--- src/rtl/change_payout_ctrl.sv ---
`default_nettype none
// ============================================================================
// Module   : change_payout_ctrl
// Purpose  : Greedy coin-tube change payout with per-tube inventory tracking.
// Revision : 1.0 - initial release
// ============================================================================
module change_payout_ctrl #(
  parameter int CNT_W     = 8,
  parameter int TUBE_INIT = 20,
  parameter int LOW_THR   = 2
) (
  input  logic        CLK,
  input  logic        I_RESET,
  input  logic        I_START,
  input  logic [15:0] I_AMOUNT,
  input  logic        I_COIN_VALID,
  input  logic [2:0]  I_COIN_CODE,
  input  logic        I_EJECT_ACK,
  output logic        O_EJECT_REQ,
  output logic [2:0]  O_EJECT_CODE,
  output logic        O_BUSY,
  output logic        O_DONE,
  output logic [15:0] O_SHORT,
  output logic        O_LOW_CHANGE
);

  localparam logic [1:0] c_idle   = 2'd0;
  localparam logic [1:0] c_select = 2'd1;
  localparam logic [1:0] c_eject  = 2'd2;
  localparam logic [1:0] c_done   = 2'd3;

  localparam logic [CNT_W-1:0] c_init = CNT_W'(TUBE_INIT);
  localparam logic [CNT_W-1:0] c_low  = CNT_W'(LOW_THR);
  localparam logic [CNT_W-1:0] c_max  = '1;

  logic [1:0]       r_state;
  logic [1:0]       w_next;
  logic [15:0]      r_rem;
  logic [2:0]       r_code;
  logic [15:0]      r_short;
  logic [CNT_W-1:0] r_cnt [0:4];
  logic             w_found;
  logic [2:0]       w_sel_code;
  logic             w_ack;
  logic [4:0]       w_inc;
  logic [4:0]       w_dec;

  function automatic logic [15:0] denom(input logic [2:0] code);
    case (code)
      3'd0:    denom = 16'd1;
      3'd1:    denom = 16'd5;
      3'd2:    denom = 16'd10;
      3'd3:    denom = 16'd25;
      3'd4:    denom = 16'd100;
      default: denom = 16'd0;
    endcase
  endfunction

  // Denominations rise with the code, so the last match is the largest coin.
  always_comb begin
    w_found    = 1'b0;
    w_sel_code = 3'd0;
    for (int i = 0; i < 5; i++) begin
      if ((r_cnt[i] != '0) && (denom(3'(i)) <= r_rem)) begin
        w_found    = 1'b1;
        w_sel_code = 3'(i);
      end
    end
  end

  assign w_ack = (r_state == c_eject) && I_EJECT_ACK;

  always_comb begin
    w_inc = 5'd0;
    w_dec = 5'd0;
    for (int i = 0; i < 5; i++) begin
      w_inc[i] = I_COIN_VALID && (I_COIN_CODE == 3'(i));
      w_dec[i] = w_ack && (r_code == 3'(i));
    end
  end

  always_ff @(posedge CLK) begin
    if (I_RESET) r_state <= c_idle;
    else         r_state <= w_next;
  end

  always_comb begin
    w_next = r_state;
    case (r_state)
      c_idle:   if (I_START) w_next = c_select;
      c_select: w_next = ((r_rem == 16'd0) || !w_found) ? c_done : c_eject;
      c_eject:  if (I_EJECT_ACK) w_next = c_select;
      c_done:   w_next = c_idle;
      default:  w_next = c_idle;
    endcase
  end

  always_ff @(posedge CLK) begin
    if (I_RESET) begin
      r_rem   <= 16'd0;
      r_code  <= 3'd0;
      r_short <= 16'd0;
      for (int i = 0; i < 5; i++) r_cnt[i] <= c_init;
    end else begin
      if ((r_state == c_idle) && I_START) r_rem <= I_AMOUNT;
      if ((r_state == c_select) && (w_next == c_eject)) r_code <= w_sel_code;
      if ((r_state == c_select) && (w_next == c_done)) r_short <= r_rem;
      if (w_ack) r_rem <= r_rem - denom(r_code);
      // A simultaneous insert and eject on one tube leaves its count as is.
      for (int i = 0; i < 5; i++) begin
        if (w_inc[i] && !w_dec[i]) begin
          if (r_cnt[i] != c_max) r_cnt[i] <= r_cnt[i] + CNT_W'(1);
        end else if (w_dec[i] && !w_inc[i]) begin
          r_cnt[i] <= r_cnt[i] - CNT_W'(1);
        end
      end
    end
  end

  always_comb begin
    O_EJECT_REQ = (r_state == c_eject);
    O_BUSY      = (r_state != c_idle);
    O_DONE      = (r_state == c_done);
  end

  assign O_EJECT_CODE = r_code;
  assign O_SHORT      = r_short;
  assign O_LOW_CHANGE = (r_cnt[1] < c_low) || (r_cnt[2] < c_low) || (r_cnt[3] < c_low);

endmodule
`default_nettype wire

--- config.mk ---
export PLATFORM = sky130hd
export DESIGN_NAME = change_payout_ctrl
export DESIGN_NICKNAME = d
export VERILOG_FILES = /design/src/rtl/change_payout_ctrl.sv
export SDC_FILE = /design/constraint.sdc
export NUM_CORES = 1
export LEC_CHECK = 0
export BUFFER_PORTS_ARGS = -buffer_cell sky130_fd_sc_hd__buf_2
export CAP_MARGIN = 10
export CELL_PAD_IN_SITES_DETAIL_PLACEMENT = 0
export CELL_PAD_IN_SITES_GLOBAL_PLACEMENT = 2
export CORE_MARGIN = 5
export CORE_UTILIZATION = 42
export CTS_BUF_LIST = sky130_fd_sc_hd__clkbuf_8
export DETAILED_ROUTE_END_ITERATION = 12
export HOLD_SLACK_MARGIN = 0.02
export PLACE_DENSITY = 0.89
export SYNTH_ARGS = -nofsm -noshare
export SYNTH_HDL_FRONTEND = slang
export SYNTH_SLANG_ARGS = --single-unit
--- constraint.sdc ---
create_clock -name CLK -period 9.1 [get_ports CLK]
set_clock_uncertainty 0.05 [all_clocks]
set_input_delay 1.365 -clock CLK [delete_from_list [all_inputs] [get_ports CLK]]
set_output_delay 1.365 -clock CLK [all_outputs]
set_load 0.005 [all_outputs]
# After elaboration in Yosys (flattened, before gate mapping)
# Memories as Yosys holds them, arrays and structs flattened.
# Cells that the tools add are included.
# Widths: inputs -> output; s select.
# word_totals
memories	1
mem_bits_rw	40
inputBits	24
word_cells	176
output_inout_bits	23
register_bits	37
# mem_list
memory	words	width	read_ports	rd_clocked_by_memory_dff	wr	line	rtl
r_cnt	5	8	5	0	5	41	logic [CNT_W-1:0] r_cnt [0:4];
# op_classes
n_eq_ne	18
bitwise	10
n_lt_le_gt_ge	8
reduce_logical	54
muxes	70
n_addsub	11
# ops
operator	count
$mux 8	10
$mux 16	4
$mux 1	49
$add 8x1->8 const B	5
$ne 8x8->1 const B	5
$reduce_bool 8->1	5
$sub 8x1->8 const B	5
$pmux 7 s5	1
$logic_and 1x1->1	29
$lt 8x2->1 const B	3
$le 1x16->1 const A	1
$le 3x16->1 const A	1
$le 4x16->1 const A	1
$le 5x16->1 const A	1
$le 7x16->1 const A	1
$logic_not 16->1	1
$sub 16x16->16	1
$eq 3x2->1 const B	4
$logic_not 1->1	11
$or 1x1->1	10
$mux 3	3
$eq 2x2->1 const B	4
$pmux 2 s4	1
$eq 3x1->1 const B	2
7 further kinds	13

# Longest topological paths before layout
# An unclocked memory read counts as a cell.
# logic_depth
ltp_word	14
depth_mapped	12
ltp_nobuf	11

# Worst setup path before layout
# Ideal clock, no wire load.
# synth_path
path_kind	input -> register
from	input port I_RESET
to	memory r_cnt[3][7] (data pin)
path_stages	12
n_path_buf	1
required_time_ns	8.796
setup_slack_ns	4.870
arrival_ns	3.926
setup_time_ns	0.254
path_cell_list	clkbuf_1 -> and4bb_2 -> nand2_1 -> or2_2 -> inv_1 -> ha_1 -> a21o_1 -> a21oi_1 -> o21ai_0 -> a2111oi_0 -> nor3_1 -> o21a_1
# synth_rtl
element	line	rtl
from (decl)	13	input logic I_RESET,
to (decl)	41	

==> results.txt <==
status -> complete, no violations
Layout fillers -> 1246
post-synth top area cell -> edfxtp_1
Main synth FF type -> edfxtp_1
CP required -> 9.19 ns
Psw -> 284 µW
row cnt -> 41
CTS resizes -> 0
Int Pwr -> 644 µW
Setup CP Type -> in2reg
r2r startpoint -> O_EJECT_CODE[1]
core area -> 12600 µm²
via count -> 4771
peak supply drop -> 0.126 mV
Clock Power Share -> 0.355
EDFF count, synth -> 40
largest net degree at the start of global routing -> 46
P&R area growth vs syn -> 10.9%
first-pass GRT wire length -> 23300 µm
CTS tree -> yes
vias in the first global route -> 4620
Final Cycle Share -> 0.499
worst hold path class -> reg2reg
CP arrival -> 4.63 ns
Combinational Power Share -> 0.195
Avg Synthesized Cell Area -> 8.88 µm²
fin crit period -> 4.54 ns
area of the mapped netlist -> 5410 µm²
FFs w/ async S/R, synth -> 0
Die Height -> 123 µm
most frequent cell after synthesis -> nand2_1
placed inst area -> 5760 µm²
Placer Congestion -> 0.806
Switching Share -> 0.306
crit path from -> I_RESET
fin nets -> 703
Cells after Synth -> 609
Setup crit end -> r_cnt[0][7]
RR Endpoint -> r_cnt[2][7]
DRT Wirelength -> 14400 µm
Residual DRC -> 0
Static Leak -> 2.31 nW
Non-Filler Instances -> 818
setup bufs post-CTS -> 0
Synthesized Nets -> 671
hold buffer count at cts -> 0
Root Driver -> clkbuf_8
Util after Layout -> 0.476
Die Wd -> 123 µm
number of synthesized register bits -> 77
clk sinks -> 77
drt first pass iters -> 4
max-cap violation count -> 0
Final ANT Viol Nets -> 0
layout cells sized above 1 -> 0.149
initial antenna violation count -> 0
dpl cells -> 802
final setup fails -> 0
share of the synthesized area in the top cell type -> 0.222
# IOs -> 47
Worst Path Max Fanout -> 45
I/O Buffers -> 46
Final Max Slew Viols -> 0
crit end category -> flop
Startpoint Class -> input port
vias per inst -> 5.83
design area -> 6000 µm²
Setup TNS -> 0 ns
wire length per cell -> 17.5 µm
RSZ-0062 raised after global routing -> false
R2R Setup Slk -> 5.09 ns
DRT iter0 DRCs -> 362
die area -> 15200 µm²
total gr overflow -> 0
Peak Freq -> 220 MHz
ant diodes -> 0
H-Tree Depth -> 3
hold violation count in the final report -> 0
Worst R2R Path Depth -> 11
PwrDens -> 155 nW/µm²
Worst-path clk slew -> 0.09 ns
initial core utilization -> 0.429
synth top area cells -> edfxtp_1, dfxtp_1, ha_1
sequential share of power -> 0.450
GRT Total Usage -> 0.195
Slew @ Worst Pin -> 1.05 ns
warnings from Yosys -> 0
synth cell count leaders -> nand2_1, nor2_1, edfxtp_1, dfxtp_1
Netlist cell types -> 74
DP HPWL -> 10600 µm
CTS buffer count -> 9
Max clock buf depth -> 2
register area share after synthesis -> 0.359
clock latency on the worst-skew pair -> 0.38 ns
Rel. slew slack -> 0.296
-- state kept, by name (all words and copies together), names as in the netlist --
register      flops
O_EJECT_CODE      3
O_SHORT          16
r_state           2
r_rem            16
r_cnt            40
-- critical path, cell delays in order --
cell and delay, ns:
buf_2 0.28, inv_2 0.60, nand4_1 0.37, inv_1 0.31, ha_1 0.28, a21o_1 0.17
a21oi_1 0.20, o21ai_0 0.13, a2111oi_0 0.57, nor3_1 0.13, o21a_1 0.20
-- stage by stage --
stage               hold WS [ns]  total power [mW]  setup slack, ns
finish                     0.426             0.928             4.56
global route               0.452             0.979             4.14
CTS                        0.436             0.936             4.62
detailed placement         0.412             0.604             4.21
global placement           0.411             0.600             4.28
floorplan                  0.424             0.552             4.87
-- routing by layer --
layer,track usage,part of all wire
met5,0,0
met4,0.0561,0.016
met3,0.0398,0.050
met2,0.301,0.45
met1,0.278,0.48
-- cell families (layout without fill, tap and decap cells) --
kind of cell | count (synthesis) | count (layout) | share of synthesized area
flip-flops | 77 | 77 | 0.359
adder cells (fa/ha/maj) | 38 | 38 | 0.0948
XOR/XNOR | 18 | 18 | 0.0291
multiplexers | 2 | 2 | 0.00370
buffers and inverters | 61 | 98 | 0.0456
AO/OA/AOI/OAI | 170 | 170 | 0.226
AND/OR/NAND/NOR | 243 | 243 | 0.241
-- power groups by stage --
stage / Combinational [mW] / Clock [mW] / Sequential (mW)
floorplan: 0.140 / 0 / 0.412
global placement: 0.176 / 0 / 0.424
detailed placement: 0.180 / 0 / 0.425
CTS: 0.181 / 0.338 / 0.417
global route: 0.203 / 0.355 / 0.421
finish: 0.181 / 0.329 / 0.418
-- final cells by class --
| class | count | area (µm²) | area share |
|---|---|---|---|
| clock buffers | 9 | 124 | 0.0206 |
| well taps | 172 | 215 | 0.0359 |
| inverters | 33 | 124 | 0.0206 |
| repair buffers | 49 | 253 | 0.0421 |
| multi-input cells | 471 | 3220 | 0.537 |
| flip-flops and latches | 77 | 1940 | 0.324 |
| clock inverters | 7 | 120 | 0.0200 |
-- cells in the final DEF (no fill, tap or decap), types with 8 or more instances in the layout --
| master | n |
|---|---|
| a21oi_1 | 30 |
| xor2_1 | 8 |
| nor2b_1 | 10 |
| ha_1 | 33 |
| xnor2_1 | 10 |
| or2_2 | 10 |
| buf_2 | 46 |
| nor4_1 | 23 |
| a211oi_1 | 10 |
| a21boi_0 | 8 |
| a31o_1 | 10 |
| edfxtp_1 | 40 |
| nor3_1 | 22 |
| clkbuf_8 | 9 |
| o21a_1 | 10 |
| inv_1 | 32 |
| nand3_1 | 8 |
| nand2_1 | 58 |
| dfxtp_1 | 37 |
| nand4_1 | 11 |
| o21ai_0 | 33 |
| nor2_1 | 49 |
-- worst min-delay path by stage --
stage,endpoint,slack (ns),startpoint,cells past startpoint
final,O_SHORT[14],0.43,O_SHORT[14],1
after global routing,O_SHORT[4],0.45,O_SHORT[4],1
after CTS,O_SHORT[14],0.44,O_SHORT[14],1
after detailed placement,O_SHORT[4],0.41,O_SHORT[4],1
after global placement,O_SHORT[3],0.41,O_SHORT[3],1
after floorplan,O_SHORT[0],0.42,O_SHORT[0],1
Power figures use the tool's default switching activity.
